==> config.mk <==
export PLATFORM = sky130hd
export DESIGN_NAME = number_sequencer_flat
export DESIGN_NICKNAME = d
export VERILOG_FILES = /design/src/rtl/number_sequencer_if.sv /design/src/rtl/number_sequencer.sv /design/src/flat_wrapper.sv
export SDC_FILE = /design/constraint.sdc
export NUM_CORES = 1
export LEC_CHECK = 0
export CORE_AREA = 2 2 83 85
export DETAILED_ROUTE_END_ITERATION = 8
export DIE_AREA = 0 0 85 87
export PLACE_DENSITY = 0.72
export SLEW_MARGIN = 20
export SYNTH_ARGS = -nofsm -noshare
export SYNTH_HDL_FRONTEND = slang
export SYNTH_SLANG_ARGS = --single-unit
==> constraint.sdc <==
create_clock -name clk -period 2.15 [get_ports clk]
set_input_delay 0.5375 -clock clk [delete_from_list [all_inputs] [get_ports clk]]
set_output_delay 0.5375 -clock clk [all_outputs]
set_load 0.01 [all_outputs]
==> src/rtl/number_sequencer_if.sv <==
// Bundle between the sync generator, the digit-box sequencer and the number renderer.
// master = the sequencer side; slave = the sync generator / renderer side.
interface number_sequencer_if;
  logic [9:0] x_px;
  logic [9:0] y_px;
  logic       enable;
  logic [9:0] x_numbers;
  logic [9:0] y_numbers;
  logic [2:0] number;
  logic       frame_tick;

  modport master (
    input  x_px, y_px, enable,
    output x_numbers, y_numbers, number, frame_tick
  );

  modport slave (
    output x_px, y_px, enable,
    input  x_numbers, y_numbers, number, frame_tick
  );
endinterface

==> src/rtl/number_sequencer.sv <==
// Once per frame (at blanking start) steps the digit box one STEP, bouncing off the
// screen edges, and advances the displayed digit every FRAMES_PER_COUNT frames.
module number_sequencer #(
  parameter int unsigned H_ACTIVE         = 640,
  parameter int unsigned V_ACTIVE         = 480,
  parameter int unsigned WIDTH            = 16,
  parameter int unsigned HEIGHT           = 19,
  parameter int unsigned STEP             = 1,
  parameter int unsigned FRAMES_PER_COUNT = 60,
  parameter int unsigned X_INIT           = 312,
  parameter int unsigned Y_INIT           = 230
) (
  input  logic                clk,
  input  logic                reset,
  number_sequencer_if.master  bus
);

  typedef enum logic [1:0] {S_IDLE, S_MOVE_X, S_MOVE_Y, S_COUNT} state_t;

  localparam logic [10:0] L_H     = 11'(H_ACTIVE);
  localparam logic [10:0] L_V     = 11'(V_ACTIVE);
  localparam logic [10:0] L_W     = 11'(WIDTH);
  localparam logic [10:0] L_HT    = 11'(HEIGHT);
  localparam logic [10:0] L_STEP  = 11'(STEP);
  localparam logic [9:0]  L_XMAX  = 10'(H_ACTIVE - WIDTH);
  localparam logic [9:0]  L_YMAX  = 10'(V_ACTIVE - HEIGHT);
  localparam logic [9:0]  L_FLAST = 10'(FRAMES_PER_COUNT - 1);

  state_t      r_state, w_state_next;
  logic [9:0]  r_x, r_y, w_x_next, w_y_next;
  logic        r_dir_x, r_dir_y, w_dir_x_next, w_dir_y_next;
  logic [9:0]  r_fcnt, w_fcnt_next;
  logic [2:0]  r_num, w_num_next;
  logic        r_tick, w_tick_next;
  logic        r_sof_q;
  logic        w_sof, w_event;
  logic [10:0] w_x_ext, w_y_ext;

  assign w_sof   = (bus.x_px == '0) && (bus.y_px == L_V[9:0]);
  assign w_event = w_sof && !r_sof_q;
  assign w_x_ext = {1'b0, r_x};
  assign w_y_ext = {1'b0, r_y};

  always_ff @(posedge clk or posedge reset) begin
    if (reset) r_state <= S_IDLE;
    else       r_state <= w_state_next;
  end

  always_comb begin
    w_state_next = r_state;
    w_x_next     = r_x;
    w_y_next     = r_y;
    w_dir_x_next = r_dir_x;
    w_dir_y_next = r_dir_y;
    w_fcnt_next  = r_fcnt;
    w_num_next   = r_num;
    w_tick_next  = 1'b0;
    unique case (r_state)
      S_IDLE: begin
        // Events seen while disabled are dropped rather than queued.
        if (w_event && bus.enable) begin
          w_state_next = S_MOVE_X;
          w_tick_next  = 1'b1;
        end
      end
      S_MOVE_X: begin
        w_state_next = S_MOVE_Y;
        if (!r_dir_x) begin
          if (w_x_ext + L_W + L_STEP > L_H) begin
            w_x_next     = L_XMAX;
            w_dir_x_next = 1'b1;
          end else begin
            w_x_next = 10'(w_x_ext + L_STEP);
          end
        end else begin
          if (w_x_ext < L_STEP) begin
            w_x_next     = '0;
            w_dir_x_next = 1'b0;
          end else begin
            w_x_next = 10'(w_x_ext - L_STEP);
          end
        end
      end
      S_MOVE_Y: begin
        w_state_next = S_COUNT;
        if (!r_dir_y) begin
          if (w_y_ext + L_HT + L_STEP > L_V) begin
            w_y_next     = L_YMAX;
            w_dir_y_next = 1'b1;
          end else begin
            w_y_next = 10'(w_y_ext + L_STEP);
          end
        end else begin
          if (w_y_ext < L_STEP) begin
            w_y_next     = '0;
            w_dir_y_next = 1'b0;
          end else begin
            w_y_next = 10'(w_y_ext - L_STEP);
          end
        end
      end
      S_COUNT: begin
        w_state_next = S_IDLE;
        if (r_fcnt == L_FLAST) begin
          w_fcnt_next = '0;
          w_num_next  = r_num + 3'd1;
        end else begin
          w_fcnt_next = r_fcnt + 10'd1;
        end
      end
      default: w_state_next = S_IDLE;
    endcase
  end

  always_ff @(posedge clk or posedge reset) begin
    if (reset) begin
      r_x     <= 10'(X_INIT);
      r_y     <= 10'(Y_INIT);
      r_dir_x <= 1'b0;
      r_dir_y <= 1'b0;
      r_fcnt  <= '0;
      r_num   <= '0;
      r_tick  <= 1'b0;
      r_sof_q <= 1'b0;
    end else begin
      r_x     <= w_x_next;
      r_y     <= w_y_next;
      r_dir_x <= w_dir_x_next;
      r_dir_y <= w_dir_y_next;
      r_fcnt  <= w_fcnt_next;
      r_num   <= w_num_next;
      r_tick  <= w_tick_next;
      r_sof_q <= w_sof;
    end
  end

  assign bus.x_numbers  = r_x;
  assign bus.y_numbers  = r_y;
  assign bus.number     = r_num;
  assign bus.frame_tick = r_tick;

endmodule

==> src/flat_wrapper.sv <==
// flat-port wrapper written by rule: the top's interface ports become plain ports
module number_sequencer_flat 
#(
  parameter int unsigned H_ACTIVE         = 640,
  parameter int unsigned V_ACTIVE         = 480,
  parameter int unsigned WIDTH            = 16,
  parameter int unsigned HEIGHT           = 19,
  parameter int unsigned STEP             = 1,
  parameter int unsigned FRAMES_PER_COUNT = 60,
  parameter int unsigned X_INIT           = 312,
  parameter int unsigned Y_INIT           = 230
)
  (clk, reset, bus_x_px, bus_y_px, bus_enable, bus_x_numbers, bus_y_numbers, bus_number, bus_frame_tick);
  number_sequencer_if bus_i ();
  input  logic clk;
  input  logic reset;
  input wire logic [$bits(bus_i.x_px)-1:0] bus_x_px;
  input wire logic [$bits(bus_i.y_px)-1:0] bus_y_px;
  input wire logic [$bits(bus_i.enable)-1:0] bus_enable;
  output wire logic [$bits(bus_i.x_numbers)-1:0] bus_x_numbers;
  output wire logic [$bits(bus_i.y_numbers)-1:0] bus_y_numbers;
  output wire logic [$bits(bus_i.number)-1:0] bus_number;
  output wire logic [$bits(bus_i.frame_tick)-1:0] bus_frame_tick;
  assign bus_i.x_px = bus_x_px;
  assign bus_i.y_px = bus_y_px;
  assign bus_i.enable = bus_enable;
  assign bus_x_numbers = bus_i.x_numbers;
  assign bus_y_numbers = bus_i.y_numbers;
  assign bus_number = bus_i.number;
  assign bus_frame_tick = bus_i.frame_tick;
  number_sequencer #(.H_ACTIVE(H_ACTIVE), .V_ACTIVE(V_ACTIVE), .WIDTH(WIDTH), .HEIGHT(HEIGHT), .STEP(STEP), .FRAMES_PER_COUNT(FRAMES_PER_COUNT), .X_INIT(X_INIT), .Y_INIT(Y_INIT)) u_core (.clk(clk), .reset(reset), .bus(bus_i));
endmodule
==> out/metrics.cfg <==
[sta]
finalSetupTns_ns=0
fin_skew_ns=0.00468
period_needed_ns=2.09
rsz0062_at_grt=true
setup_violations=0
maxSlewHeadroom=0.672
hold_slack_ns=0.465
fin_crit_sh=0.971
hold_viol=0
drv_slew=0
worstMarginPinSlew_ns=0.492
fmax_mhz=479

[critical_path]
worst_setup_path_start_kind=flip-flop
critPathRequiredTime_ns=1.61
critical_path_class=flip-flop to output pin
cp_max_fo=15
rrSetupSlack_ns=0.07
cp-end-kind=output pin
arrival_ns=1.55
r2r_cells=8

[pwr]
power_frac_seq=0.300
peakVddDrop_v=0.000599
pwr-share-comb=0.547
power.density_nw_per_um2=1100
p_switching_uw=1680
intPower_uw=2510
total_leakage_power_uw=0.00161
clkPwrFrac=0.153
p_sw_frac=0.400

[flow_run]
max_cap_violations=0

[layout]
diodes=0
postLayoutCoreUtil=0.579
nNetsFinal=429
drive_gt1_frac=0.242
syn_to_final_growth_pct=34.1
layoutNonFillerInstCount=477

[global_routing]
grt-ovfl-total=0
grt_pass1_wl_um=11300
grt_util_all_layers=0.189
antenna_found_initial=0
grt_max_degree=40
first_global_vias=2507

[floorplanning]
die_h_um=87
num_rows=30
dieWidth_um=85
initial_core_util=0.432
die-area_sq_um=7400
pin_count=47
core_sq_um=6570

[synth]
ys_types=64
synth.avg_cell_area_sq_um=8.65
seq_area_frac_synth=0.348
ys_ff_latch=39
synth_compound_area_frac=0.217
yosysTopAreaCell=dfrtp_1
synthSimpleGateAreaFrac=0.255
async_flop_share=1.00
synth_mux_area_frac=0.0269
synth_top_cell_area_share=0.265
synth.net_count=361
syn_inst=328
ys_top_cells_by_area=dfrtp_1 (26%), dfstp_2 (8.3%), ha_1 (4.4%)
synth_top_family_by_area=simple AND/OR/NAND/NOR gates
synth_edf_count=0
synth_flop_cell=dfrtp_1
synthesis.area_sq_um=2840
yosysWarnings=0
synth_fa_ha_area_frac=0.0441
synth-xor-area-share=0.0370

[drt]
vias=2757
drc=0
wl_per_cell_um=14.7
routed_wl_um=7000
drt_iter0_drc=142
drt_first_pass_iters=4
antenna_left=0
avgViaCountPerCell=5.78

[clock_network]
cts_made_buffers=5
clock_sinks=39
path_clk_slew_ns=0.08
root_buffer=clkbuf_8
clock_latency_ns=0.30
cts_buffer_depth=2
tritoncts=yes
htreeDepth=2

[min_path]
hold_path_depth=1
hold_path.class=flip-flop to flip-flop

[placed_design]
portBuffers=46
globalplace.congestion=0.854
dp.cells=464
hpwlAfterDp_um=5010

[run_status]
status=complete, no violations

layout make-up:
cell class                      instances  area [sq um]
Clock buffer                            6          82.6
Sequential cell                        39           990
Timing Repair Buffer                   88           778
Clock inverter                          2          35.0
Inverter                               18          72.6
Tap cell                               80           100
Fill cell                             580          2760
Multi-Input combinational cell        244          1750
critical path, stage by stage (launching register included):
cell and delay (ns):
dfstp_2 0.54, buf_6 0.16, clkdlybuf4s50_1 0.55
logic make-up after synthesis:
logic type      count (synthesis)
simple gates                  132
flops                          39
compound gates                 83
buf+inv                        45
fa+ha+maj                      10
xor+xnor                       12
mux                             7
synth_stat cells, types with 6 or more instances:
library cell	count
nor2_1	33
dfrtp_1	30
nand2_1	26
inv_1	18
clkbuf_1	15
a21oi_1	12
nor3_1	11
o21ai_0	11
ha_1	10
dfstp_2	9
buf_2	8
nor4_1	8
xnor2_1	8
a21o_1	7
nand3_1	6
o21ai_1	6
o22ai_1	6
metal layers:
| metal | vias to the layer above | global-route usage | share of wire |
|---|---|---|---|
| met3 | 7 | 0.0303 | 0.051 |
| li1 | 1339 | - | - |
| met2 | 87 | 0.330 | 0.50 |
| met5 | - | 0 | 0 |
| met1 | 1324 | 0.236 | 0.44 |
| met4 | 0 | 0.0707 | 0.014 |
path summary, 6_finish.rpt:
kind                                          from                      end
setup / recovery           u_core.bus.x_numbers[5]         bus_x_numbers[5]
hold / removal                    u_core.r_fcnt[9]         u_core.r_fcnt[9]
setup reg to reg           u_core.bus.x_numbers[1]  u_core.bus.x_numbers[5]
hold reg to reg                   u_core.r_fcnt[9]         u_core.r_fcnt[9]
max in group asynchronous                    reset  u_core.bus.y_numbers[5]
min in group asynchronous                    reset  u_core.bus.y_numbers[3]
repair_timing:
action	4_1_cts	5_1_grt
endpoints found under the setup margin	5	17
gates resized for setup	23	14
hold buffers	0	0
pin swaps	6	7
buffers inserted	0	5
cell usage in the layout, fill, tap and decap left out, drive strengths merged, types with 7 or more instances in the layout:
cell and n:
buf 43, clkdlybuf4s50 37, nor2 33, dfrtp 30
nand2 26, inv 18, o21ai 17, a21oi 12
nor3 11, ha 10, nor4 10, dfstp 9
xnor2 8, a21o 7
metrics by stage:
step / total power (uW) / worst slack (ns) / instance area [sq um]
floorplan: 2660 / -0.0189 / 2890
global placement: 3360 / -0.464 / 3570
detailed placement: 3430 / -0.476 / 3570
CTS: 4080 / 0.0114 / 3720
global route: 4500 / -0.0168 / 3810
finish: 4190 / 0.0613 / 3810
flip-flops by register name (all words and copies together), names as in the netlist:
signal / cells
u_core.r_state: 2
u_core.bus.y_numbers: 10
u_core.bus.frame_tick: 1
u_core.r_sof_q: 1
u_core.bus.x_numbers: 10
u_core.bus.number: 3
u_core.r_dir_y: 1
u_core.r_fcnt: 10
u_core.r_dir_x: 1
power groups by stage:
| stage | logic (uW) | registers, uW | clock network [uW] |
|---|---|---|---|
| 6_report | 2290 | 1260 | 642 |
| 5_1_grt | 2530 | 1290 | 684 |
| 4_1_cts | 2170 | 1250 | 655 |
| 3_5_place_dp | 2160 | 1260 | 0 |
| 3_3_place_gp | 2110 | 1250 | 0 |
| 2_1_floorplan | 1450 | 1210 | 0 |
Power figures use the tool's default switching activity.
